==> config.mk <==
export PLATFORM = sky130hd
export DESIGN_NAME = bcd_display_scanner
export DESIGN_NICKNAME = d
export VERILOG_FILES = /design/src/rtl/bcd_display_scanner.sv
export SDC_FILE = /design/constraint.sdc
export NUM_CORES = 1
export LEC_CHECK = 0
export CAP_MARGIN = 20
export CORE_ASPECT_RATIO = 1.2
export CORE_MARGIN = 2
export CORE_UTILIZATION = 50
export CTS_CLUSTER_SIZE = 28
export DETAILED_ROUTE_END_ITERATION = 16
export PLACE_DENSITY_LB_ADDON = 0.2
export SLEW_MARGIN = 30
export SYNTH_ARGS = -nofsm -noshare
export SYNTH_HDL_FRONTEND = slang
export SYNTH_SLANG_ARGS = --single-unit
==> constraint.sdc <==
create_clock -name Clock -period 1.6 [get_ports Clock]
set_input_delay 0.24 -clock Clock [delete_from_list [all_inputs] [get_ports Clock]]
set_output_delay 0.24 -clock Clock [all_outputs]
set_load 0.02 [all_outputs]
==> src/rtl/bcd_display_scanner.sv <==
// Two-digit seven-segment scanner for the safe's BCD display. Captures a 5-bit
// BCD word, multiplexes tens/units with dead time, blanking, blink and invalid-code dash.
module bcd_display_scanner #(
    parameter int SCAN_DIV       = 50000,
    parameter int BLANK_CYCLES   = 500,
    parameter int BLINK_FRAMES   = 100,
    parameter bit SEG_ACTIVE_LOW = 1'b1
) (
    input  logic       Clock,
    input  logic       nReset,
    input  logic       Load,
    input  logic [4:0] BCD,
    input  logic       Blink,
    output logic [6:0] Seg,
    output logic [1:0] Digit,
    output logic       Ack,
    output logic       Invalid
);

    localparam int PW = (SCAN_DIV > 1) ? $clog2(SCAN_DIV) : 1;
    localparam int FW = (BLINK_FRAMES > 1) ? $clog2(BLINK_FRAMES) : 1;
    localparam logic [PW-1:0] PRESC_LAST  = PW'(SCAN_DIV - 1);
    localparam logic [PW-1:0] PRESC_BLANK = PW'(BLANK_CYCLES);
    localparam logic [FW-1:0] FRAME_LAST  = FW'(BLINK_FRAMES - 1);
    localparam logic [6:0]    SEG_OFF     = SEG_ACTIVE_LOW ? 7'h7F : 7'h00;

    typedef enum logic {
        SLOT_UNITS = 1'b0,
        SLOT_TENS  = 1'b1
    } slot_t;

    slot_t          slot, slot_nxt;
    logic [PW-1:0]  presc;
    logic [FW-1:0]  frame_cnt;
    logic           blink_on;
    logic [4:0]     held;
    logic [4:0]     disp;
    logic           wrap;
    logic           frame_wrap;
    logic           disp_ok;
    logic [6:0]     seg_act;
    logic [6:0]     seg_nxt;
    logic [1:0]     digit_nxt;

    function automatic logic is_legal(input logic [4:0] code);
        return code[4] ? (code[3:0] <= 4'd5) : (code[3:0] <= 4'd9);
    endfunction

    // Active-high gfedcba patterns; polarity applied once at the output.
    function automatic logic [6:0] pattern(input logic [3:0] d);
        case (d)
            4'd0:    return 7'h3F;
            4'd1:    return 7'h06;
            4'd2:    return 7'h5B;
            4'd3:    return 7'h4F;
            4'd4:    return 7'h66;
            4'd5:    return 7'h6D;
            4'd6:    return 7'h7D;
            4'd7:    return 7'h07;
            4'd8:    return 7'h7F;
            4'd9:    return 7'h6F;
            default: return 7'h00;
        endcase
    endfunction

    assign wrap       = (presc == PRESC_LAST);
    assign frame_wrap = wrap && (slot == SLOT_TENS);

    always_ff @(posedge Clock or negedge nReset) begin
        if (!nReset) begin
            slot      <= SLOT_UNITS;
            presc     <= '0;
            frame_cnt <= '0;
            blink_on  <= 1'b1;
            held      <= '0;
            disp      <= '0;
            Ack       <= 1'b0;
            Invalid   <= 1'b0;
            Seg       <= SEG_OFF;
            Digit     <= '0;
        end else begin
            slot  <= slot_nxt;
            presc <= wrap ? '0 : presc + PW'(1);
            Ack   <= Load;
            if (Load) begin
                held    <= BCD;
                Invalid <= !is_legal(BCD);
            end
            // A load landing on the slot boundary bypasses the held register.
            if (wrap)
                disp <= Load ? BCD : held;
            if (!Blink) begin
                blink_on  <= 1'b1;
                frame_cnt <= '0;
            end else if (frame_wrap) begin
                if (frame_cnt == FRAME_LAST) begin
                    frame_cnt <= '0;
                    blink_on  <= !blink_on;
                end else begin
                    frame_cnt <= frame_cnt + FW'(1);
                end
            end
            Seg   <= seg_nxt;
            Digit <= digit_nxt;
        end
    end

    always_comb begin
        slot_nxt  = slot;
        seg_act   = '0;
        digit_nxt = '0;
        disp_ok   = is_legal(disp);
        if (wrap)
            slot_nxt = (slot == SLOT_UNITS) ? SLOT_TENS : SLOT_UNITS;
        if ((presc >= PRESC_BLANK) && blink_on) begin
            if (!disp_ok) begin
                seg_act   = 7'h40;
                digit_nxt = (slot == SLOT_TENS) ? 2'b10 : 2'b01;
            end else if (slot == SLOT_TENS) begin
                if (disp[4]) begin
                    seg_act   = pattern(4'd1);
                    digit_nxt = 2'b10;
                end
            end else begin
                seg_act   = pattern(disp[3:0]);
                digit_nxt = 2'b01;
            end
        end
        seg_nxt = SEG_ACTIVE_LOW ? ~seg_act : seg_act;
    end

endmodule

==> impl_summary.md <==
Clock tree
Counting along the longest clock path gives a buffer depth of 2. The clock edge transition at the registers on the reported setup and hold paths is 0.08 ns. The number of buffers added by the clock tree synthesis step is 5. The clock sink count is 46. Clock latency on the worst-skew pair, taken at its later pin, is 0.29 ns. The clock tree synthesis step divided the H-tree into 2 levels. The clock tree from TritonCTS is done.

In this run the clock root is driven by a sky130_fd_sc_hd__clkbuf_8.

Final layout
The fraction of layout cells with a size suffix above 1 is 35.6%. The number of antenna diodes in the final layout is 0. In the final design database the tool counted 306 nets.

The core utilization of the finished layout is 72.2%. The area growth from synthesis to layout is 36.6%. Leaving out filler cells and counting taps, the final layout contains 345.

Global routing
The initial antenna violation count is 0. The total overflow left after global routing is 0. The number of global-route vias before repair is 1888. Global routing used 20.4% of the available tracks.

The largest net degree at the start of global routing is 47. The wire length of the first global-routing pass is 8.19 mm.

Place
After detailed placement, the design holds a cell count of 327. The HPWL after detailed placement is 3.32 mm. The global placement routability congestion is 0.802. The worst slack at placement is -0.117 ns. The port buffer count is 19.

Synthesis
The post-synthesis cell type count is 44. The synthesized flop and latch total is 46. The average instance in the mapped netlist occupies 10.6 µm². During synthesis, Yosys emitted a total of 0 warnings. Yosys mapped a number of flops with a built-in enable equal to 0.

The most common flop cell mapped by yosys is sky130_fd_sc_hd__dfrtp_1. The synthesized netlist net count is 233. The share of flip-flops with an asynchronous set or reset after synthesis is 100%.

Of all cell types, the one taking the most synthesized area is sky130_fd_sc_hd__dfrtp_1. The area fraction of the dominant cell type after synthesis is 41.6%. The number of cells produced by synthesis is 215. After synthesis the cells add up to 2290 µm². The portion of the post-synthesis area used by sequential elements is 50.7%.

By area the synthesized netlist is led by sky130_fd_sc_hd__dfrtp_1 42%, sky130_fd_sc_hd__dfstp_2 9.2%, sky130_fd_sc_hd__ha_1 4.9%.

Timing
The achievable clock frequency is 611 MHz. The max-slew violation count was 0. The hold violation count in the final report came to 0. The worst-case setup margin in the final layout is -0.0362 ns.

The worst max-slew margin expressed relative to the limit is 77.9%. The transition time of the tightest slew-check pin is 0.329 ns. Setup repair after global routing could not meet its margin everywhere. The post-route clock period utilization is 102%.

The final setup violation count is 4. The time the final worst path needs with I/O delays and setup is 1.64 ns. The clock skew after layout is 0.00663 ns. The accumulated negative setup slack is -0.0871 ns.

Route
After detailed routing, the number of vias per cell comes to 5.24. Dividing the detail-routed wire length by the instance count gives 14.0 µm. After the first detailed-routing iteration, the DRC count stood at 93. The pre-antenna-repair detailed-routing pass consisted of 4 iterations.

The count of nets left with antenna violations once routing finished came out at 0. Across all layers, the routed design uses 1808 vias. The detailed-route wire length is 4.84 mm.

The number of remaining DRC errors is 0.

Hold path
The path type of the worst min-delay path is primary input to asynchronous set/reset pin.

Worst setup path
The worst register-to-register path has a depth of 5. The critical path startpoint category is a register. Along the worst path, the maximum fanout reaches 6.

For flop-to-flop paths, the worst setup slack is -0.04 ns. In this run the critical register-to-register path is captured at frame_cnt[3]. At the worst endpoint, the arrival time is 1.86 ns. The classification of the worst setup path is register to register. STA classifies the critical path endpoint as a register. For the worst setup path, the data required time is 1.82 ns. The startpoint identified for the worst register-to-register timing path is presc[0].

Outcome
The final reports fail on setup timing. The run finished, with violations left.

Floorplanning
Measured along the x axis, the die boundary spans 65.8 µm. The core region is 4330 µm². The die area is 5140 µm².

The placement row count is 26. The initial core utilization is 52.9%. During I/O placement, the number of pins put on the boundary was 20.

The height of the die is 78.1 µm.

Power
The power per cell area is 659 nW/µm². Total power for the finished layout comes to 2.06 mW. The peak supply drop is 0.603 mV.

Summed over all cells, the static leakage comes to 1.37 nW.

Flow run
Across the run, the number of max-cap violations was 0.
[where the power goes]
| group | total (mW) | internal, mW | switching (mW) |
|---|---|---|---|
| Clock | 0.668 | 0.303 | 0.365 |
| Combinational | 0.193 | 0.0969 | 0.0959 |
| Sequential | 1.20 | 1.19 | 0.0141 |
[cell usage after synthesis, types with 4 or more instances]
master                     count
sky130_fd_sc_hd__a21boi_1      4
sky130_fd_sc_hd__a21oi_1      10
sky130_fd_sc_hd__buf_2         4
sky130_fd_sc_hd__dfrtp_1      38
sky130_fd_sc_hd__dfstp_2       8
sky130_fd_sc_hd__ha_1          9
sky130_fd_sc_hd__inv_1        12
sky130_fd_sc_hd__mux2_2        7
sky130_fd_sc_hd__nand2_1       7
sky130_fd_sc_hd__nand3_1      10
sky130_fd_sc_hd__nand4_1       4
sky130_fd_sc_hd__nor2_1       23
sky130_fd_sc_hd__nor3_1        6
sky130_fd_sc_hd__o21ai_0      10
sky130_fd_sc_hd__or3_1         5
sky130_fd_sc_hd__or4_1         8
sky130_fd_sc_hd__xnor2_1       9
sky130_fd_sc_hd__xor2_1        7
[sequential cells by signal, indices dropped and copies added (netlist names)]
name / flops
frame_cnt: 7
slot: 1
Invalid: 1
Ack: 1
Digit: 2
held: 5
blink_on: 1
disp: 5
presc: 16
Seg: 7
[cells by family (layout without fill, tap and decap cells)]
logic type,Yosys count,in the layout,share of synthesized area (%)
AO/OA/AOI/OAI,36,36,10.1
XOR/XNOR,16,16,6.12
adder cells (fa/ha/maj),9,9,4.92
buffers and inverters,18,91,3.17
flip-flops,46,46,50.7
multiplexers,9,9,4.32
AND/OR/NAND/NOR,81,82,20.7
[cell usage in the layout (no fill, tap or decap), types with 6 or more instances in the layout]
cell,synthesis,routed
sky130_fd_sc_hd__a21oi_1,10,9
sky130_fd_sc_hd__buf_4,0,47
sky130_fd_sc_hd__clkdlybuf4s50_1,0,11
sky130_fd_sc_hd__dfrtp_1,38,38
sky130_fd_sc_hd__dfstp_2,8,8
sky130_fd_sc_hd__dlygate4sd2_1,0,7
sky130_fd_sc_hd__inv_1,12,10
sky130_fd_sc_hd__mux2_2,7,7
sky130_fd_sc_hd__nand2_1,7,7
sky130_fd_sc_hd__nand3_1,10,9
sky130_fd_sc_hd__nor2_1,23,18
sky130_fd_sc_hd__nor3_1,6,6
sky130_fd_sc_hd__o21ai_0,10,8
sky130_fd_sc_hd__or4_1,8,7
sky130_fd_sc_hd__xnor2_1,9,9
sky130_fd_sc_hd__xor2_1,7,7
[per-layer routing]
metal,share of wire [%],GRT usage (%)
met1,41,23.0
met2,55,38.3
met3,2.6,3.44
met4,1.6,6.25
met5,0,0
[area by class of cell]
class                      instances  area, µm²
sequential                        46       1160
clock buffer                       6       72.6
fill                             329       1200
inverter                          12       45.0
multi-input combinational        152       1170
timing repair buffer              71        593
tap                               56       70.1
clock inverter                     2       10.0
[worst max-delay path, cell delays in order, from the launching register on]
cell	delay (ns)
sky130_fd_sc_hd__dfrtp_1	0.38
sky130_fd_sc_hd__ha_2	0.19
sky130_fd_sc_hd__and4_4	0.27
sky130_fd_sc_hd__nand4_4	0.15
sky130_fd_sc_hd__or4_4	0.44
sky130_fd_sc_hd__a21boi_2	0.14
[metrics by stage]
step / area, µm² / hold WS, ns
2_1_floorplan: 2290 / -0.0556
5_1_grt: 3130 / 0.489
4_1_cts: 2990 / 0.451
3_5_place_dp: 2850 / 0.238
3_3_place_gp: 2850 / 0.236
6_report: 3130 / 0.449
[repair_timing]
item,4_1_cts,5_1_grt
cloned,1,0
setup endpoints to repair,21,26
pin swaps,1,6
hold buffers,1,0
setup buffers,2,6
resized for setup,14,22
endpoints found under the hold margin,38,0
[how the worst max path moves through the flow]
stage	startpoint	endpoint	slack, ns
after global placement	presc[12]	frame_cnt[2]	-0.05
after floorplan	disp[1]	Seg[1]	0.01
after global routing	presc[0]	frame_cnt[3]	-0.11
after detailed placement	presc[0]	frame_cnt[5]	-0.12
final	presc[0]	frame_cnt[3]	-0.04
after CTS	presc[12]	disp[0]	-0.009
(Power assumes the default switching activity.)
